**src/rtl/pipeline_hazard_controller.sv**
```systemverilog
// Stall/flush sequencer for the 5-stage pipeline.
// Also runs a memory-wait watchdog and saturating performance counters.
module pipeline_hazard_controller #(
  parameter int MAX_WAIT = 64,
  parameter int CNT_W    = 16
) (
  input  logic             clk,
  input  logic             rst,
  input  logic             id_valid,
  input  logic [3:0]       src1,
  input  logic [3:0]       src2,
  input  logic             two_src,
  input  logic [3:0]       exe_dest,
  input  logic             exe_wb_en,
  input  logic             exe_mem_r_en,
  input  logic [3:0]       mem_dest,
  input  logic             mem_wb_en,
  input  logic             forward_en,
  input  logic             branch_taken,
  input  logic             mem_busy,
  output logic             hazard,
  output logic             freeze_pc,
  output logic             freeze_if_id,
  output logic             flush_if_id,
  output logic             flush_id_exe,
  output logic             stall_pipe,
  output logic [1:0]       state,
  output logic             mem_timeout,
  output logic [CNT_W-1:0] hazard_count,
  output logic [CNT_W-1:0] flush_count,
  output logic [CNT_W-1:0] mem_wait_count
);

  typedef enum logic [1:0] {
    RUN      = 2'b00,
    HAZ      = 2'b01,
    MEM_WAIT = 2'b10
  } state_t;

  localparam int WL = $clog2(MAX_WAIT + 1);
  localparam int WW = (WL > 7) ? WL : 7;
  localparam logic [WW-1:0]    W_MAX = WW'(MAX_WAIT);
  localparam logic [WW-1:0]    W_ONE = WW'(1);
  localparam logic [CNT_W-1:0] C_MAX = '1;
  localparam logic [CNT_W-1:0] C_ONE = CNT_W'(1);

  state_t        st;
  state_t        st_nxt;
  logic [WW-1:0] wait_cnt;
  logic [WW-1:0] wait_nxt;
  logic          hit_exe;
  logic          hit_mem;
  logic          raw;

  always_comb begin
    hit_exe = (src1 == exe_dest) | (two_src & (src2 == exe_dest));
    hit_mem = (src1 == mem_dest) | (two_src & (src2 == mem_dest));
    if (forward_en)
      raw = id_valid & exe_wb_en & exe_mem_r_en & hit_exe;
    else
      raw = id_valid & ((exe_wb_en & hit_exe) | (mem_wb_en & hit_mem));
  end

  // A busy memory freezes EXE, so a coincident branch is simply replayed.
  always_comb begin
    hazard       = 1'b0;
    freeze_pc    = 1'b0;
    freeze_if_id = 1'b0;
    flush_if_id  = 1'b0;
    flush_id_exe = 1'b0;
    stall_pipe   = 1'b0;
    st_nxt       = RUN;
    if (rst) begin
      st_nxt = RUN;
    end else if (mem_busy) begin
      stall_pipe   = 1'b1;
      freeze_pc    = 1'b1;
      freeze_if_id = 1'b1;
      st_nxt       = MEM_WAIT;
    end else if (branch_taken) begin
      flush_if_id  = 1'b1;
      flush_id_exe = 1'b1;
    end else if (raw) begin
      hazard       = 1'b1;
      freeze_pc    = 1'b1;
      freeze_if_id = 1'b1;
      st_nxt       = HAZ;
    end
  end

  always_comb begin
    if (st_nxt != MEM_WAIT)
      wait_nxt = '0;
    else if (st != MEM_WAIT)
      wait_nxt = W_ONE;
    else if (wait_cnt < W_MAX)
      wait_nxt = wait_cnt + W_ONE;
    else
      wait_nxt = wait_cnt;
  end

  always_ff @(posedge clk) begin
    if (rst) begin
      st             <= RUN;
      wait_cnt       <= '0;
      mem_timeout    <= 1'b0;
      hazard_count   <= '0;
      flush_count    <= '0;
      mem_wait_count <= '0;
    end else begin
      st       <= st_nxt;
      wait_cnt <= wait_nxt;
      if (mem_busy && (wait_nxt == W_MAX))
        mem_timeout <= 1'b1;
      if (hazard && (hazard_count != C_MAX))
        hazard_count <= hazard_count + C_ONE;
      if (flush_if_id && (flush_count != C_MAX))
        flush_count <= flush_count + C_ONE;
      if (stall_pipe && (mem_wait_count != C_MAX))
        mem_wait_count <= mem_wait_count + C_ONE;
    end
  end

  assign state = st;

endmodule

```
**config.mk**
```make
export PLATFORM = sky130hd
export DESIGN_NAME = pipeline_hazard_controller
export DESIGN_NICKNAME = d
export VERILOG_FILES = /design/src/rtl/pipeline_hazard_controller.sv
export SDC_FILE = /design/constraint.sdc
export NUM_CORES = 1
export LEC_CHECK = 0
export BUFFER_PORTS_ARGS = -buffer_cell sky130_fd_sc_hd__buf_2
export CAP_MARGIN = 5
export CORE_UTILIZATION = 40
export DETAILED_ROUTE_END_ITERATION = 8
export PLACE_DENSITY = 0.6
export SYNTH_ARGS = -nofsm -noshare
export SYNTH_HDL_FRONTEND = slang
export SYNTH_SLANG_ARGS = --single-unit
export TNS_END_PERCENT = 10
```
**constraint.sdc**
```tcl
create_clock -name clk -period 3.4 [get_ports clk]
set_clock_uncertainty 0.05 [all_clocks]
set_input_delay 1.02 -clock clk [delete_from_list [all_inputs] [get_ports clk]]
set_output_delay 1.02 -clock clk [all_outputs]
set_load 0.1 [all_outputs]
```
# Word level (Yosys, flattened, before mapping)
# Index checks and enable logic that the tools add are counted.
# Widths: inputs -> output; s select.
word_totals:
  reg_bits: 58
  in_bits: 26
  output_inout_bits: 57
  word_cells: 55
op_classes:
  bitwise_logic: 11
  addsub: 4
  muxes: 19
  n_eq_ne: 10
  magnitude_cmp: 1
  reduce_logical: 4
ops:
  columns: ["cell", "count"]
  rows:
  - ["$add 16x1->16 const B", 3]
  - ["$ne 16x16->1 const B", 3]
  - ["$mux 7", 3]
  - ["$eq 4x4->1", 4]
  - ["$mux 1", 14]
  - ["$and 1x1->1", 8]
  - ["$add 7x1->7 const B", 1]
  - ["$eq 7x7->1 const B", 1]
  - ["$lt 7x7->1 const B", 1]
  - ["$logic_and 1x1->1", 4]
  - ["$mux 2", 2]
  - ["$ne 2x2->1 const B", 2]
  - ["$or 1x1->1", 3]

# Depth between registers and ports, before layout
# Gate-level depths: netlist of run 1.
depth:
  word_depth: 15
  mapped_depth: 9
  depth_no_buf: 8

# Worst setup path after synthesis of run 1
# Ideal clock, no wire load.
synth_path:
  kind: "in2out"
  startpoint: "input src2[3]"
  endpoint: "output freeze_pc"
  required_time_ps: 2330
  slack_ps: -1490
  t_arrival_ps: 3820
  path_stages: 7
  path_buffers: 1
  cell_sequence: "xnor2_1 nand3_1 o32ai_2 or2_2 nand2b_1 a21oi_1 buf_4"
synth_between:
  elab_chain_cells: 11
  word_cells_on_any_way: 16
synth_lines:
  columns: ["element", "line", "rtl"]
  rows:
  - ["start, declared", "11", "input logic [3:0] src2,"]
  - ["$eq 4x4->1, on equally long branches", "56, 57", null]
  - ["$and 1x1->1, on equally long branches", "56, 57", null]
  - ["$or 1x1->1, on equally long branches", "56, 57", null]
  - ["$and 1x1->1", "61", "raw = id_valid & ((exe_wb_en & hit_exe) | (mem_wb_en & hit_mem));"]
  - ["$or 1x1->1", "61", null]
  - ["$and 1x1->1", "61", null]
  - ["$mux 1 *", "58", "if (forward_en)"]
  - ["$mux 1 * (4 in a row)", null, null]
  - ["end, declared", "22", "output logic freeze_pc,"]
# Mark *: on every way between the ends. The rest lies on a longest branch, timed or not.

# Worst setup path after layout of run 1
layout_path:
  startpoint: "input exe_dest[1]"
  endpoint: "output freeze_pc"
layout_between:
  elab_chain_cells: 11
  word_cells_on_any_way: 13
layout_lines:
  columns: ["element", "line", "rtl"]
  rows:
  - ["start, declared", "13", "input logic [3:0] exe_dest,"]
  - ["$eq 4x4->1", "56", "hit_exe = (src1 == exe_dest) | (two_src & (src2 == exe_dest));"]
  - ["$and 1x1->1", "56", null]
  - ["$or 1x1->1 *", "56", null]
  - ["$and 1x1->1", "61", null]
  - ["$or 1x1->1", "61", null]
  - ["$and 1x1->1", "61", null]
  - ["$mux 1 *", "58", null]
  - ["$mux 1 *", "83", "end else if (raw) begin"]
  - ["$mux 1 *", "80", "end else if (branch_taken) begin"]
  - ["$mux 1 *", "75", "end else if (mem_busy) begin"]
  - ["$mux 1 *", "73", "if (rst) begin"]
# Marked as above.

==> run metrics, run 1 <==
outcome=finished, final reports clean; Yosys reg bits=58; Ys Warns=0; Crit Path Class=in2out; CTS buffer count=9; startpoint types=input pin; Top Ports=83; FF-to-FF path depth=7; H-tree depth=3; data arrival time of the critical path=2.30 ns; Setup crit end kind=output port; # DRC=0; Hold Path Depth=1; CP peak stage delay=0.21 ns; Initial Utilization=42.4%; vias in the first global route=2493; Worst EP required=2.33 ns; Worst Path Max Fanout=3; share of cells above drive strength 1=29.0%; CTS tree=built; register area share after synthesis=39.2%; worst-margin pin slew=0.948 ns; final setup fails=0; Top FF cell, synth=dfxtp_1; clock-pin slew on the worst setup and hold paths=0.07 ns; Max-slew headroom=36.8%; initial antenna violation count=0; Slew Viols, Final=0; final hold vios=0; Final Routed Wirelength=6930 um; hold buffers post-CTS=0; core box area=0.00698 sq mm; Fin Setup TNS=0 ns; leak pwr=1.51 nW; first-pass GRT wire length=11700 um; post-DP HPWL=5020 um; Synth cell types=52; total die area=0.00775 sq mm; Syn Nets=378; die width=88.0 um; remaining global-route overflow=0; Placed Area=0.00360 sq mm; number of vias per cell=5.20; First DRT Iteration DRCs=74; CP Cell Sequence=buf_2 > xnor2_1 > nand4_1 > o22ai_2 > or2_4 > nand2b_4 > a21oi_4 > buf_12; Clock Tree Root=clkbuf_8; Nets=466; slowest CP cell=buf_12; final period utilization=99.0%; PD cells=371 mW/mm^2; Total GRT Usage=19.5%; clock sink count=58; fin worst setup slack=0.0329 ns; num rows=30; TritonRoute pass-1 iters=4; post_cts resized=0; synthesized area per cell=8.50 sq um; die height=88.0 um; antenna cells=0; worst hold-check path type=reg2reg; async set or reset register ratio after synthesis=0%; vias post-DR=2792; P&R area growth vs syn=29.3%; Clock Latency Late Sink=0.34 ns; Mapped Cells=348; largest net degree at the start of global routing=31; Tmin final=3.37 ns; pre-CTS WS=0.0181 ns; Final ANT Viol Nets=0; maximum vdd drop=0.198 mV; Avg WL per Cell=12.9 um; IO Port Bufs=82; setup repair bufs after CTS=0; max-cap viol count=0; Post-synth EDFFs=0; design area=0.00383 sq mm; setup repair after global routing missed its margin=yes; Post-Syn Area=0.00296 sq mm; Longest Clk Path Bufs=2; Fmax=297 MHz; GPL Wtd Cong=0.814
## cells in the final DEF, fill, tap and decap left out, drive strengths merged, types with 4 or more instances in the layout
cell,count
dfxtp,58
or4,6
ha,4
xnor2,29
o21a,4
nand4b,4
nor2b,4
nor2,47
inv,14
xor2,15
nand4,15
nand3,16
nor4,5
or3,12
nor3,7
a21oi,21
and3,4
clkbuf,11
o31ai,5
nand2,27
o21ai,17
buf,86
## report_power, final
part	internal, mW	switching, mW	total [mW]	leakage [nW]
clock network	0.280	0.287	0.568	0.0851
registers	0.684	0.00545	0.689	0.468
logic	0.0573	0.105	0.163	0.955
## final cells by class
class	instances	area [sq um]
fillers	713	3150
flip-flops and latches	58	1160
inverters	14	52.6
well taps	96	120
clock buffers	11	141
multi-input cells	267	1780
clock inverters	5	30.0
repair buffers	86	539
## critical path, delay by kind of cell
family	cells	cell delay [ns]
xor gates and xnor gates	1	0.19
buffers and inverters	2	0.33
AOI/OAI and AO/OA	2	0.37
and+or+nand+nor	3	0.37
## per-layer routing
layer | GRT usage, % | up-vias | part of all wire [%]
met2 | 31.1 | 57 | 47
li1 | - | 1409 | -
met1 | 24.6 | 1312 | 46
met5 | 0 | - | 0
met3 | 6.31 | 14 | 5.2
met4 | 7.18 | 0 | 2.0
## cell families (layout without fill, tap and decap cells)
kind of cell | count (synthesis) | count (layout) | share of synthesized area (%)
AND/OR/NAND/NOR | 158 | 158 | 28.4
AO/OA/AOI/OAI | 58 | 58 | 13.3
flip-flops | 58 | 58 | 39.2
XOR/XNOR | 44 | 44 | 13.0
buffers and inverters | 23 | 116 | 3.34
adder cells (fa/ha/maj) | 4 | 4 | 1.69
multiplexers | 3 | 3 | 1.06
## state kept, by name (all words and copies together), names as in the netlist
name,cells
hazard_count,16
wait_cnt,7
mem_timeout,1
state,2
mem_wait_count,16
flush_count,16
## Yosys cell counts (4+ instances only)
cell	count	share of area (%)
a21oi_1	20	3.4
and3_1	4	0.85
clkbuf_1	5	0.63
dfxtp_1	58	39
ha_1	4	1.7
inv_1	12	1.5
nand2_1	25	3.2
nand3_1	15	2.5
nand4_1	14	3.0
nand4b_1	4	1.2
nor2_1	45	5.7
nor2b_1	4	0.85
nor3_1	7	1.2
nor4_1	5	1.1
o21ai_0	16	2.7
o31ai_1	5	1.3
or3_1	12	2.5
or4_1	6	1.5
xnor2_1	29	8.6
xor2_1	15	4.4
## worst paths after layout
path | slack (ns) | end | from
worst max-delay path | 0.03 | freeze_pc | exe_dest[1]
worst min register to register | 0.42 | mem_timeout$_SDFFE_PP0P_ | mem_timeout$_SDFFE_PP0P_
worst min-delay path | 0.42 | mem_timeout$_SDFFE_PP0P_ | mem_timeout$_SDFFE_PP0P_
worst max register to register | 1.02 | hazard_count[13]$_SDFFE_PP0P_ | hazard_count[0]$_SDFFE_PP0P_
## stage by stage
stage / power, mW / utilization [%] / instances / hold slack, ns
2_1_floorplan: 0.810 / - / 348 / 0.423
3_3_place_gp: 0.859 / 51.5 / 521 / 0.393
3_5_place_dp: 0.860 / 51.5 / 521 / 0.407
4_1_cts: 1.43 / 54.0 / 537 / 0.424
5_1_grt: 1.48 / 54.8 / 537 / 0.465
6_report: 1.42 / 54.8 / 537 / 0.417
No activity file was read; power rests on OpenSTA's default activity.
==> run 2: changes to the inputs <==
==> constraint.sdc (replaced) <==
create_clock -name clk -period 4.2 [get_ports clk]
set_clock_uncertainty 0.05 [all_clocks]
set_input_delay 0.21 -clock clk [delete_from_list [all_inputs] [get_ports clk]]
set_output_delay 0.21 -clock clk [all_outputs]
set_load 0.1 [all_outputs]
==> run 2 against run 1 <==
Non-clock buffer count fell by 4. Critical endpoint is now hazard_count[13]$_SDFFE_PP0P_. Register-to-register slack improved by 0.82 ns. Design area fell by 4.4%. Sequential share of layout area rose by 1.4 points. Sequential cell count did not move. Global-route usage fell by 1.7 points. Core utilization fell by 2.4 points. First-iteration DRC count did not move. Setup slack improved by 1.8 ns. Via count fell by 3.2%.
==> run metrics, run 2 (synthesis gave the netlist of run 1 again) <==
CP top delay family=simple AND/OR/NAND/NOR gates (unchanged); worst-margin pin slew=0.970 ns (was 0.948 ns); post-DP HPWL=4850 um (was 5020 um); Worst Path Max Fanout=28 (was 3); Avg WL per Cell=12.7 um (was 12.9 um); antenna cells=0 (unchanged); data arrival time of the critical path=2.56 ns (was 2.30 ns); design area=0.00366 sq mm (was 0.00383 sq mm); Final Routed Wirelength=6730 um (was 6930 um); Net Sw Frac=24.6% (was 28.1%); Top Ports=83 (unchanged); die height=88.0 um (unchanged); CTS buffer count=9 (unchanged); post_cts resized=0 (unchanged); core box area=0.00698 sq mm (unchanged); # DRC=0 (unchanged); Psw=303 uW (was 398 uW); most frequent cells in the layout=buf_2 (82), dfxtp_1 (58), nor2_1 (45), xnor2_1 (29), nand2_1 (25) (was buf_2 (72), dfxtp_1 (58), nor2_1 (45), nand2_1 (25), xnor2_1 (24)); outcome=finished, final reports clean (unchanged); Tot Pwr=1.23 mW (was 1.42 mW); Slew Viols, Final=0 (unchanged); final period utilization=56.3%; GPL Wtd Cong=0.771 (was 0.814); TritonRoute pass-1 iters=5 (was 4); Total GRT Usage=17.7% (was 19.5%); CTS tree=built (unchanged); HP Start=mem_busy (was mem_timeout$_SDFFE_PP0P_); Initial Utilization=42.4% (unchanged); leak pwr=1.44 nW (was 1.51 nW); setup repair after global routing missed its margin=no (was yes); setup repair bufs after CTS=0 (unchanged); Tmin final=2.36 ns; Seq pwr share=45.2% (was 48.6%); Longest Clk Path Bufs=2 (unchanged); Hold Path Depth=2 (was 1); biggest regs=flush_count (16), hazard_count (16), mem_wait_count (16) (unchanged); remaining global-route overflow=0 (unchanged); hold worst-path end=state[0]$_SDFF_PP0_ (was mem_timeout$_SDFFE_PP0P_); CP peak stage delay=0.59 ns (was 0.21 ns); final hold vios=0 (unchanged); largest net degree at the start of global routing=51 (was 31); Max-slew headroom=35.3% (was 36.8%); PD cells=337 mW/mm^2 (was 371 mW/mm^2); P&R area growth vs syn=23.7% (was 29.3%); Placed Area=0.00344 sq mm (was 0.00360 sq mm); total die area=0.00775 sq mm (unchanged); final core utilization=52.4% (was 54.8%); Fmax=423 MHz; clock-pin slew on the worst setup and hold paths=0.06 ns (was 0.07 ns); slowest CP cell=or4_1 (was buf_12); hold buffers post-CTS=0 (unchanged); Crit Path Class=reg2reg (was in2out); H-tree depth=3 (unchanged); Final ANT Viol Nets=0 (unchanged); FF-to-FF path depth=7 (unchanged); Clock Latency Late Sink=0.32 ns (was 0.34 ns); Reg-to-Reg Start=hazard_count[0]$_SDFFE_PP0P_ (unchanged); vias in the first global route=2396 (was 2493); clock sink count=58 (unchanged); Int Pwr=931 uW (was 1.02 mW); share of cells above drive strength 1=26.1% (was 29.0%); vias post-DR=2703 (was 2792); most common cell after layout, fill and taps aside=buf_2 (unchanged); share of total power in combinational logic=8.9% (was 11.5%); initial antenna violation count=0 (unchanged); Worst EP required=4.39 ns (was 2.33 ns); Setup crit end kind=register (was output port); Clk pwr share=45.8% (was 40.0%); die width=88.0 um (unchanged); CP Cell Sequence=ha_1 > nand3_2 > nor2_2 > a2111oi_4 > o21ai_2 > or4_1 > a21oi_1 (was buf_2 > xnor2_1 > nand4_1 > o22ai_2 > or2_4 > nand2b_4 > a21oi_4 > buf_12); number of vias per cell=5.08 (was 5.20); WHS=0.161 ns (was 0.417 ns); IO Port Bufs=82 (unchanged); R2R setup slack=1.84 ns (was 1.02 ns); startpoint types=register (was input pin); num rows=30 (unchanged); r2r endpoint=hazard_count[13]$_SDFFE_PP0P_ (unchanged); Clock Tree Root=clkbuf_8 (unchanged); Buf+Inv Stages, Crit Path=0 (was 2); Fin Setup TNS=0 ns (unchanged); max-cap viol count=0 (unchanged); worst hold-check path type=in2reg (was reg2reg); Nets=462 (was 466); first-pass GRT wire length=10700 um (was 11700 um); First DRT Iteration DRCs=74 (unchanged); final setup fails=0 (unchanged); maximum vdd drop=0.165 mV (was 0.198 mV)
[run 2: cell type report]
cell class	instances	area, sq um
fill	685	3320
clock inverter	5	78.8
inverter	14	52.6
sequential	58	1160
multi-input combinational	267	1700
tap	96	120
clock buffer	10	138
timing repair buffer	82	410
[run 2: how the worst max path moves through the flow]
| stage | slack [ns] | cells after the start | from | endpoint |
|---|---|---|---|---|
| 6_report | 1.84 | 7 | hazard_count[0]$_SDFFE_PP0P_ | hazard_count[13]$_SDFFE_PP0P_ |
| 5_1_grt | 1.70 | 7 | hazard_count[0]$_SDFFE_PP0P_ | hazard_count[13]$_SDFFE_PP0P_ |
| 4_1_cts | 1.85 | 7 | hazard_count[0]$_SDFFE_PP0P_ | hazard_count[13]$_SDFFE_PP0P_ |
| 3_5_place_dp | 1.66 | 9 | rst | mem_timeout$_SDFFE_PP0P_ |
| 3_3_place_gp | 1.76 | 9 | rst | mem_timeout$_SDFFE_PP0P_ |
| 2_1_floorplan | 0.93 | 7 | src2[3] | freeze_pc |
[run 2: power groups by stage]
stage                     Sequential (mW)  Combinational (mW)  Clock (mW)
final                               0.559               0.110       0.566
after global placement              0.571               0.109           0
after floorplan                     0.592              0.0583           0
after CTS                           0.558               0.111       0.583
after global routing                0.559               0.117       0.603
after detailed placement            0.571               0.111           0
[run 2: metal layers]
metal / vias up / wire [um] / GRT usage (%)
met4: 0 / 75 / 8.65
met1: 1253 / 3360 / 23.4
met5: - / 0 / 0
met3: 5 / 239 / 3.96
li1: 1401 / - / -
met2: 44 / 3060 / 27.5
[run 2: metrics by stage]
step                      setup slack, ns  std cells
after floorplan                     0.930        348
after global placement               1.76        517
after detailed placement             1.66        517
after CTS                            1.85        532
after global routing                 1.70        532
final                                1.84        532
==> run 3: changes to the inputs <==
==> constraint.sdc (replaced) <==
create_clock -name clk -period 2.2 [get_ports clk]
set_clock_uncertainty 0.05 [all_clocks]
set_input_delay 0.11 -clock clk [delete_from_list [all_inputs] [get_ports clk]]
set_output_delay 0.11 -clock clk [all_outputs]
set_load 0.1 [all_outputs]
==> run 3 against run 2 <==
Setup slack worse by 1.7 ns. Global-route usage up 1.3 points. Combinational power grew 100%. Sequential cell count is the same. Design area is 4.6% higher. Sequential share of layout area shrank 0.30 points. Cell count increased by 1.1%. Critical path depth did not move. Non-clock buffer count grew 5. Power grew 98%.
==> run metrics, run 3 (synthesis gave the netlist of run 1 again) <==
outcome=finished, final reports clean (unchanged); Setup crit end kind=register (unchanged); clock sink count=58 (unchanged); Net Sw Frac=24.2% (was 24.6%); initial antenna violation count=0 (unchanged); worst-margin pin slew=0.498 ns (was 0.970 ns); Layout Cells excl Fill=538 (was 532); clock-pin slew on the worst setup and hold paths=0.06 ns (about the same); biggest regs=flush_count (16), hazard_count (16), mem_wait_count (16) (unchanged); dpl cells=522 (was 517); r2r endpoint=hazard_count[13]$_SDFFE_PP0P_ (unchanged); Placed Area=0.00358 sq mm (was 0.00344 sq mm); final setup fails=0 (unchanged); GPL Wtd Cong=0.850 (was 0.771); Clk pwr share=47.3% (was 45.8%); PD cells=638 mW/mm^2 (was 337 mW/mm^2); Tmin final=2.08 ns (was 2.36 ns); Total GRT Usage=19.1% (was 17.7%); Seq pwr share=43.5% (was 45.2%); first-pass GRT wire length=11600 um (was 10700 um); Initial Utilization=42.4% (unchanged); most frequent cells in the layout=buf_2 (79), nor2_1 (45), xnor2_1 (29), dfxtp_2 (28), dfxtp_1 (28) (was buf_2 (82), dfxtp_1 (58), nor2_1 (45), xnor2_1 (29), nand2_1 (25)); WHS=0.0636 ns (was 0.161 ns); final hold vios=0 (unchanged); R2R setup slack=0.12 ns (was 1.84 ns); IO Port Bufs=82 (unchanged); Worst Path Max Fanout=18 (was 28); Crit Path Class=reg2reg (unchanged); final period utilization=94.5% (was 56.3%); largest net degree at the start of global routing=36 (was 51); die height=88.0 um (unchanged); vias post-DR=2729 (was 2703); First DRT Iteration DRCs=56 (was 74); TritonRoute pass-1 iters=6 (was 5); hold buffers post-CTS=0 (unchanged); die width=88.0 um (unchanged); Fmax=481 MHz (was 423 MHz); P&R area growth vs syn=29.4% (was 23.7%); max-cap viol count=0 (unchanged); setup repair after global routing missed its margin=no (unchanged); Final Routed Wirelength=6940 um (was 6730 um); antenna cells=0 (unchanged); # DRC=0 (unchanged); leak pwr=1.50 nW (was 1.44 nW); worst setup path end=hazard_count[13]$_SDFFE_PP0P_ (unchanged); vias in the first global route=2536 (was 2396); FILL cells=697 (was 685); Avg WL per Cell=12.9 um (was 12.7 um); Longest Clk Path Bufs=2 (unchanged); worst hold-check path type=in2reg (unchanged); Nets=467 (was 462); share of cells above drive strength 1=34.4% (was 26.1%); startpoint types=register (unchanged); post-DP HPWL=5160 um (was 4850 um); Worst EP required=2.41 ns (was 4.39 ns); maximum vdd drop=0.351 mV (was 0.165 mV); Max-slew headroom=67.0% (was 35.3%); crit path launch=hazard_count[0]$_SDFFE_PP0P_ (unchanged); Reg-to-Reg Start=hazard_count[0]$_SDFFE_PP0P_ (unchanged); Clock Tree Root=clkbuf_8 (unchanged); FF-to-FF path depth=7 (unchanged); design area=0.00383 sq mm (was 0.00366 sq mm); Int Pwr=1.85 mW (was 931 uW); remaining global-route overflow=0 (unchanged); Tot Pwr=2.44 mW (was 1.23 mW); num rows=30 (unchanged); Top Ports=83 (unchanged); most common cell after layout, fill and taps aside=buf_2 (unchanged); H-tree depth=3 (unchanged); number of vias per cell=5.07 (was 5.08); total die area=0.00775 sq mm (unchanged); Clock Latency Late Sink=0.33 ns (was 0.32 ns); final core utilization=54.9% (was 52.4%); CTS tree=built (unchanged); core box area=0.00698 sq mm (unchanged); Psw=591 uW (was 303 uW); data arrival time of the critical path=2.28 ns (was 2.56 ns); Slew Viols, Final=0 (unchanged); Final ANT Viol Nets=0 (unchanged); CTS buffer count=9 (unchanged); share of total power in combinational logic=9.2% (was 8.9%)
==> run 3: cell count changes in the layout (fill, tap and decap cells not counted), moves of 2 or more <==
cell	change
dfxtp_4	+2
dfxtp_1	-30
clkbuf_8	+2
buf_4	+5
buf_2	-3
buf_12	+3
dfxtp_2	+28
==> run 3: worst min path at each step <==
stage / start / endpoint / slack (ns) / cells past startpoint
floorplan: mem_busy / state[0]$_SDFF_PP0_ / 0.14 / 1
global placement: mem_timeout$_SDFFE_PP0P_ / mem_timeout$_SDFFE_PP0P_ / 0.39 / 1
detailed placement: hazard_count[15]$_SDFFE_PP0P_ / hazard_count[15]$_SDFFE_PP0P_ / 0.40 / 1
CTS: mem_busy / state[0]$_SDFF_PP0_ / 0.06 / 2
global route: mem_busy / state[0]$_SDFF_PP0_ / 0.07 / 2
finish: mem_busy / state[0]$_SDFF_PP0_ / 0.06 / 2
==> run 3: cell type report <==
| type | count | area, sq um | area share (%) |
|---|---|---|---|
| clock buffer | 12 | 165 | 4.31 |
| inverter | 14 | 52.6 | 1.37 |
| clock inverter | 4 | 72.6 | 1.89 |
| sequential | 58 | 1200 | 31.4 |
| tap | 96 | 120 | 3.14 |
| timing repair buffer | 87 | 493 | 12.9 |
| multi-input combinational | 267 | 1720 | 45.0 |
==> run 3: worst max-delay path: stages (launching register included) <==
cell,delay (ns)
dfxtp_4,0.36
ha_1,0.23
nand3_2,0.09
nor2_2,0.05
a2111oi_4,0.33
o21ai_4,0.20
or4_1,0.53
a21oi_1,0.15
==> run 3: what timing repair did <==
action / CTS / global route
setup endpoints to repair: 0 / 2
gates resized for setup: 0 / 1
buffers inserted: 0 / 0
hold endpoints to repair: 0 / 0
==> run 3: power groups by stage <==
stage	Clock (mW)	Sequential (mW)	Combinational [mW]
after detailed placement	0	1.09	0.225
after floorplan	0	1.13	0.113
after global placement	0	1.09	0.224
after CTS	1.18	1.06	0.226
after global routing	1.23	1.06	0.242
final	1.16	1.06	0.225
==> run 3: stage by stage <==
step	setup WS [ns]	TNS [ns]
final	0.122	0
after global routing	0.0108	0
after CTS	0.0980	0
after detailed placement	0.109	0
after global placement	0.133	0
after floorplan	-0.177	-2.11
==> run 3: per-layer routing <==
metal  up-vias  track usage [%]  routed length, um
met5         -                0                  0
met4         0             8.36                121
met3        11             3.96                280
met2        51             30.0               3110
met1      1247             25.3               3430
li1       1420                -                  -
